[config.mk]
export PLATFORM = sky130hd
export DESIGN_NAME = rv32i_memstage_hs
export DESIGN_NICKNAME = d
export VERILOG_FILES = /design/src/rtl/rv32i_mem_pkg.sv /design/src/rtl/rv32i_lsu_align.sv /design/src/rtl/rv32i_memstage_hs.sv
export SDC_FILE = /design/constraint.sdc
export NUM_CORES = 1
export LEC_CHECK = 0
export CAP_MARGIN = 20
export CELL_PAD_IN_SITES_DETAIL_PLACEMENT = 0
export CELL_PAD_IN_SITES_GLOBAL_PLACEMENT = 1
export CORE_ASPECT_RATIO = 1.75
export CORE_MARGIN = 2
export CORE_UTILIZATION = 26
export DETAILED_ROUTE_END_ITERATION = 12
export PLACE_DENSITY = 0.89
export SYNTH_ARGS = -nofsm -noshare
export SYNTH_HDL_FRONTEND = slang
export SYNTH_SLANG_ARGS = --single-unit
[constraint.sdc]
create_clock -name clk -period 2.8 [get_ports clk]
set_clock_uncertainty 0.1 [all_clocks]
set_input_delay 0.56 -clock clk [delete_from_list [all_inputs] [get_ports clk]]
set_output_delay 0.56 -clock clk [all_outputs]
set_load 0.01 [all_outputs]
[src/rtl/rv32i_mem_pkg.sv]
// rv32i_mem_pkg: shared types, byte-enable patterns and MEM/WB record for the RV32I memory stage
package rv32i_mem_pkg;
   typedef enum logic [2:0] {
      LB  = 3'b000,
      LH  = 3'b001,
      LW  = 3'b010,
      LBU = 3'b100,
      LHU = 3'b101
   } mem_size_e;
   typedef enum logic {
      IDLE = 1'b0,
      WAIT = 1'b1
   } memst_e;
   localparam logic [3:0] BE_NONE = 4'b0000;
   localparam logic [3:0] BE_BYTE = 4'b0001;
   localparam logic [3:0] BE_HALF = 4'b0011;
   localparam logic [3:0] BE_WORD = 4'b1111;
   typedef struct packed {
      logic        reg_write;
      logic [4:0]  rd;
      logic [1:0]  result_src;
      logic [31:0] alu_result;
      logic [31:0] read_data;
      logic [31:0] pc_plus4;
      logic        misalign;
      logic        bus_err;
   } memwb_t;
   function automatic logic [3:0] store_be(input mem_size_e size, input logic [1:0] off);
      return (size == LB) ? BE_BYTE << off :
             (size == LH) ? BE_HALF << {off[1], 1'b0} :
             (size == LW) ? BE_WORD : BE_NONE;
   endfunction
endpackage

[src/rtl/rv32i_lsu_align.sv]
// rv32i_lsu_align: combinational load extract, store lane/byte-enable generation and misalignment check
//   in : size (funct3), off (addr[1:0]), load, store, read_word (bus read data), store_data (rs2)
//   out: load_data (extended), lane_data (lane-replicated store data), be, misaligned
module rv32i_lsu_align
   import rv32i_mem_pkg::*;
(
   input  logic [2:0]  size,
   input  logic [1:0]  off,
   input  logic        load,
   input  logic        store,
   input  logic [31:0] read_word,
   input  logic [31:0] store_data,
   output logic [31:0] load_data,
   output logic [31:0] lane_data,
   output logic [3:0]  be,
   output logic        misaligned
);
   mem_size_e  sz;
   logic [7:0]  byte_sel;
   logic [15:0] half_sel;
   assign sz       = mem_size_e'(size);
   assign byte_sel = read_word[{off, 3'b000} +: 8];
   assign half_sel = off[1] ? read_word[31:16] : read_word[15:0];
   always_comb begin
      load_data  = (sz == LB)  ? {{24{byte_sel[7]}}, byte_sel} :
                   (sz == LBU) ? {24'b0, byte_sel} :
                   (sz == LH)  ? {{16{half_sel[15]}}, half_sel} :
                   (sz == LHU) ? {16'b0, half_sel} :
                   (sz == LW)  ? read_word : '0;
      lane_data  = (sz == LB) ? {4{store_data[7:0]}} :
                   (sz == LH) ? {2{store_data[15:0]}} : store_data;
      be         = store ? store_be(sz, off) : load ? BE_WORD : BE_NONE;
      misaligned = (((sz == LH) | (sz == LHU)) & off[0]) | ((sz == LW) & (off != 2'b00));
   end
endmodule

[src/rtl/rv32i_memstage_hs.sv]
// rv32i_memstage_hs: RV32I memory stage with req/ack data bus, stall generation, fault detection and MEM/WB register
//   in : clk, rst (async, active low), M-stage controls/data, dm_ack, dm_rdata
//   out: dm_req/dm_we/dm_addr/dm_be/dm_wdata bus, StallM to hazard unit, registered W-stage fields and fault flags
module rv32i_memstage_hs
   import rv32i_mem_pkg::*;
#(
   parameter int TIMEOUT_CYCLES = 16,
   parameter int ADDR_W         = 32
) (
   input  logic              clk,
   input  logic              rst,
   input  logic              ValidM,
   input  logic              RegWriteM,
   input  logic              MemReadM,
   input  logic              MemWriteM,
   input  logic [1:0]        ResultSrcM,
   input  logic [2:0]        MemSizeM,
   input  logic [31:0]       ALUResultM,
   input  logic [31:0]       WriteDataM,
   input  logic [31:0]       PCPlus4M,
   input  logic [4:0]        RdM,
   output logic              dm_req,
   output logic              dm_we,
   output logic [ADDR_W-1:0] dm_addr,
   output logic [3:0]        dm_be,
   output logic [31:0]       dm_wdata,
   input  logic              dm_ack,
   input  logic [31:0]       dm_rdata,
   output logic              StallM,
   output logic              RegWriteW,
   output logic [4:0]        RdW,
   output logic [1:0]        ResultSrcW,
   output logic [31:0]       ALUResultW,
   output logic [31:0]       ReadDataW,
   output logic [31:0]       PCPlus4W,
   output logic              MisalignW,
   output logic              BusErrW
);
   localparam int CW = $clog2(TIMEOUT_CYCLES + 2);
   memst_e        state, state_next;
   logic [CW-1:0] count, count_next;
   logic          mem_op, misaligned, access, timeout, complete, bus_err;
   logic [31:0]   load_data;
   memwb_t        wb, wb_next;
   rv32i_lsu_align u_align (
      .size       (MemSizeM),
      .off        (ALUResultM[1:0]),
      .load       (MemReadM),
      .store      (MemWriteM),
      .read_word  (dm_rdata),
      .store_data (WriteDataM),
      .load_data  (load_data),
      .lane_data  (dm_wdata),
      .be         (dm_be),
      .misaligned (misaligned)
   );
   assign mem_op  = ValidM & (MemReadM | MemWriteM);
   assign access  = mem_op & !misaligned;
   assign dm_we   = MemWriteM;
   assign dm_addr = {ALUResultM[ADDR_W-1:2], 2'b00};
   // count equals the number of cycles already stalled for the current access
   assign timeout = (TIMEOUT_CYCLES != 0) & (state == WAIT) & (count == CW'(TIMEOUT_CYCLES));
   always_ff @(posedge clk or negedge rst)
      if (!rst) begin
         state <= IDLE;
         count <= '0;
      end else begin
         state <= state_next;
         count <= count_next;
      end
   always_comb begin
      state_next = (access & !dm_ack & ((state == IDLE) | !timeout)) ? WAIT : IDLE;
      count_next = (state_next == WAIT) ? ((state == IDLE) ? CW'(1) : count + 1'b1) : '0;
   end
   // gating with rst drops the request and the stall as soon as reset asserts
   always_comb begin
      complete = access & (dm_ack | timeout);
      bus_err  = access & timeout & !dm_ack;
      dm_req   = rst & access;
      StallM   = rst & access & !complete;
   end
   always_comb
      wb_next = '{
         reg_write:  RegWriteM & ValidM & !(mem_op & misaligned) & !bus_err,
         rd:         RdM,
         result_src: ResultSrcM,
         alu_result: ALUResultM,
         read_data:  (access & MemReadM & dm_ack) ? load_data : '0,
         pc_plus4:   PCPlus4M,
         misalign:   mem_op & misaligned,
         bus_err:    bus_err
      };
   always_ff @(posedge clk or negedge rst)
      if (!rst) wb <= '0;
      else      wb <= StallM ? '0 : wb_next;
   assign RegWriteW  = wb.reg_write;
   assign RdW        = wb.rd;
   assign ResultSrcW = wb.result_src;
   assign ALUResultW = wb.alu_result;
   assign ReadDataW  = wb.read_data;
   assign PCPlus4W   = wb.pc_plus4;
   assign MisalignW  = wb.misalign;
   assign BusErrW    = wb.bus_err;
endmodule

==> results.tsv <==
stage	metric	value	unit
critical_path	crit_path_max_incr_delay	0.42	ns
timing	rsz0062_at_grt	false	
floorplan	core	0.0187	mm^2
grt	grt_pass1_vias	4552	
pwr	ir_worst_vdd	0.000287	V
grt	grt_pass1_wl	25.4	mm
grt	grt_usage	16.6	%
synthesis	syn-cell-area	0.00497	mm^2
placement	dp.cells	960	
floorplan	start_util	26.6	%
layout	diodes	0	
critical_path	rrSetupSlack	0.54	ns
synthesis	synth.avg_cell_area	11.4	um^2
timing	setup_ws	0.0244	ns
critical_path	r2r-end	RdW[3]	
pwr	clock_power_share	35.6	%
hold_path	hold_path.class	reg -> reg	
timing	final.period_utilization	99.1	%
layout	synthToLayoutAreaGrowth	75.5	%
critical_path	end_kind	primary output	
grt	grt_overflow	0	
synthesis	synth-seq-area-share	56.4	%
layout	final_cell_area	0.00871	mm^2
pwr	combPwrFrac	21.8	%
timing	hold-worst-slack	0.419	ns
drt	drt_iter0_markers	185	
critical_path	critical_path.top_delay_family	buffers and inverters	
clock_tree	clk_latency	0.35	ns
layout	stdcell_count	981	
pwr	power.share.sequential	42.5	%
synthesis	ys_ff_latch	112	
critical_path	crit_fanout	5	
placement	post_dp_cell_area	0.00831	mm^2
hold_path	min_from	count[0]	
synthesis	synthArstFlopShare	100	%
synthesis	synthFlopType	dfrtp_1	
clock_tree	clkTransAtPathRegs	0.07	ns
layout	drive_above_1_share	13.9	%
hold_path	hold_depth	1	
clock_tree	cts_sinks	112	
drt	antenna_left	0	
critical_path	cp.required	2.14	ns
timing	hold_viol_final	0	
timing	slew-limit-headroom	52.6	%
pwr	total_power	4.03	mW
drt	drc	0	
clock_tree	cts-htree-levels	3	
floorplan	num_io_pins	322	
pwr	power_switching	0.974	mW
placement	place_ws	-0.392	ns
grt	antenna_found_initial	0	
critical_path	rr_worst_depth	7	
clock_tree	max-clock-path-buffers	2	
layout	final_core_util	46.7	%
timing	tightestPinTransition	0.706	ns
timing	setup_violations	0	
synthesis	yosysUniqueCellTypes	41	
critical_path	crit_path_start_kind	primary input	
layout	fin_nets	885	
clock_tree	root_buffer	clkbuf_16	
run	cap_violations	0	
pwr	p_int	3.06	mW
critical_path	crit_slowest_cell	clkdlybuf4s50_1	
drt	routedWlPerCell	17.2	um
synthesis	yosys_warnings	0	
drt	wl	16.9	mm
critical_path	critical_path_arrival	2.12	ns
synthesis	syn_inst	436	
timing	fmax	360	MHz
timing	timing.setup.tns	0	ns
critical_path	path_buf_inv	3	
floorplan	die_w	108	um
timing	maxSlewViolCount	0	
hold_path	hold-path-endpoint	count[0]	
drt	viasPerCell	4.40	
placement	detailed_place_hpwl	13.0	mm
critical_path	r2r-start	count[0]	
floorplan	dieArea	0.0203	mm^2
pwr	p_per_area	463	mW/mm^2
floorplan	die_height	187	um
placement	port_buffers	319	
synthesis	synth-edff-count	0	
critical_path	worstSetupPathType	in -> out	
run_status	status	finished, final reports clean	
floorplan	rows	66	
pwr	p_leak	3.68	nW
timing	min_period	2.78	ns
critical_path	crit_chain	clkdlybuf4s50_1 -> or2_4 -> nor2_4 -> buf_6 -> mux2_2 -> clkdlybuf4s15_1	
clock_tree	cts_buffers	9	
drt	first_pass_iters	4	
grt	grt_max_degree	108	
drt	vias	4313	
pwr	p_sw_share	24.2	%
clock_tree	cts_tree	done	
placement	gp_congestion	0.777	
[sequential cells by signal, indices dropped and copies added (netlist names)]
name	flops
ALUResultW	32
BusErrW	1
MisalignW	1
PCPlus4W	32
RdW	5
ReadDataW	32
RegWriteW	1
ResultSrcW	2
count	5
state	1
[layer usage]
layer / wire length, um / part of all wire [%] / track usage (%)
met1: 5560 / 33 / 15.8
met2: 9390 / 56 / 31.8
met3: 1230 / 7.3 / 3.59
met4: 682 / 4.0 / 8.63
met5: 0 / 0 / 0
[synth_stat cells (2+ instances only)]
| cell | instances | share of area (%) |
|---|---|---|
| o21ai_0 | 2 | 0.20 |
| buf_4 | 41 | 6.2 |
| inv_1 | 6 | 0.45 |
| a222oi_1 | 6 | 1.2 |
| o221ai_1 | 2 | 0.35 |
| a21oi_2 | 10 | 1.8 |
| nor2_1 | 35 | 2.6 |
| nand2b_1 | 19 | 2.4 |
| clkbuf_1 | 19 | 1.4 |
| xnor2_1 | 2 | 0.35 |
| mux2_2 | 23 | 5.2 |
| mux2i_1 | 11 | 2.2 |
| ha_1 | 2 | 0.50 |
| nor3_1 | 4 | 0.40 |
| nand3_1 | 6 | 0.60 |
| nor2b_1 | 4 | 0.50 |
| o32ai_1 | 2 | 0.35 |
| or2_2 | 3 | 0.38 |
| a221oi_1 | 7 | 1.2 |
| buf_6 | 2 | 0.45 |
| nand2_1 | 9 | 0.68 |
| a21oi_1 | 20 | 2.0 |
| a31oi_1 | 2 | 0.25 |
| dfrtp_1 | 112 | 56 |
| and2_1 | 71 | 8.9 |
[repair_timing]
item / in CTS / in global routing
gates cloned: 2 / 1
hold buffers: 1 / 0
endpoints found under the setup margin: 30 / 22
pin swaps: 2 / 2
gates resized for setup: 62 / 15
endpoints found under the hold margin: 5 / 0
setup buffers: 1 / 0
[power groups by stage]
stage	logic [mW]	registers (mW)	clock network, mW
2_1_floorplan	0.271	1.79	0
3_3_place_gp	0.883	1.75	0
3_5_place_dp	0.891	1.75	0
4_1_cts	0.888	1.72	1.49
5_1_grt	0.947	1.72	1.55
6_report	0.881	1.71	1.44
[worst max-delay path by stage]
stage           startpoint           to  slack [ns]  cells after the start
2_1_floorplan  MemSizeM[0]     dm_be[1]        0.12                      5
3_3_place_gp   MemSizeM[0]       StallM       -0.36                      8
3_5_place_dp   MemSizeM[0]       StallM       -0.39                      8
4_1_cts        MemSizeM[0]       dm_req      -0.003                      7
5_1_grt        MemSizeM[0]  dm_wdata[9]      0.0007                      6
6_report       MemSizeM[0]  dm_wdata[9]        0.02                      6
[layout by cell type, fill, tap and decap left out, drive strengths merged, types with 2 or more instances in the layout]
master,netlist,routed
nor2,35,35
a21oi,30,30
buf,45,37
o32ai,2,2
ha,2,2
nand2b,19,19
clkbuf,19,19
or2,4,4
and2,71,71
a221oi,7,7
a31oi,2,2
nor3,4,4
xnor2,2,2
nor2b,4,4
dlygate4sd2,0,17
nand2,9,9
dfrtp,112,112
o21ai,2,2
mux2,23,23
nand3,6,6
clkdlybuf4s50,0,286
a222oi,6,6
conb,1,2
inv,6,8
bufinv,0,2
clkdlybuf4s15,0,3
mux2i,11,11
o221ai,2,2
[final cells by class]
class                   instances  area [um^2]
flip-flops and latches        112         2800
well taps                     238          298
repair buffers                354         3480
clock inverters                 5         85.1
clock buffers                  11          253
inverters                       6         22.5
fillers                      1808         9950
multi-input cells             255         1770
[worst register-to-register path: stages (launching register included)]
cell and delay (ns):
dfrtp_1 0.42, inv_1 0.07, ha_1 0.14, nor4bb_1 0.41, nand2_1 0.17, nand4_1 0.14, buf_4 0.47, and2_1 0.28
[kinds of logic (layout without fill, tap and decap cells)]
logic type,count (synthesis),after routing,share of synthesized area (%)
other,1,2,0.0755
multiplexers,35,35,7.89
flip-flops,112,112,56.4
adder cells (fa/ha/maj),2,2,0.504
XOR/XNOR,3,3,0.529
AND/OR/NAND/NOR,155,155,17.2
AO/OA/AOI/OAI,58,58,8.67
buffers and inverters,70,376,8.72
No activity file was read; power rests on OpenSTA's default activity.
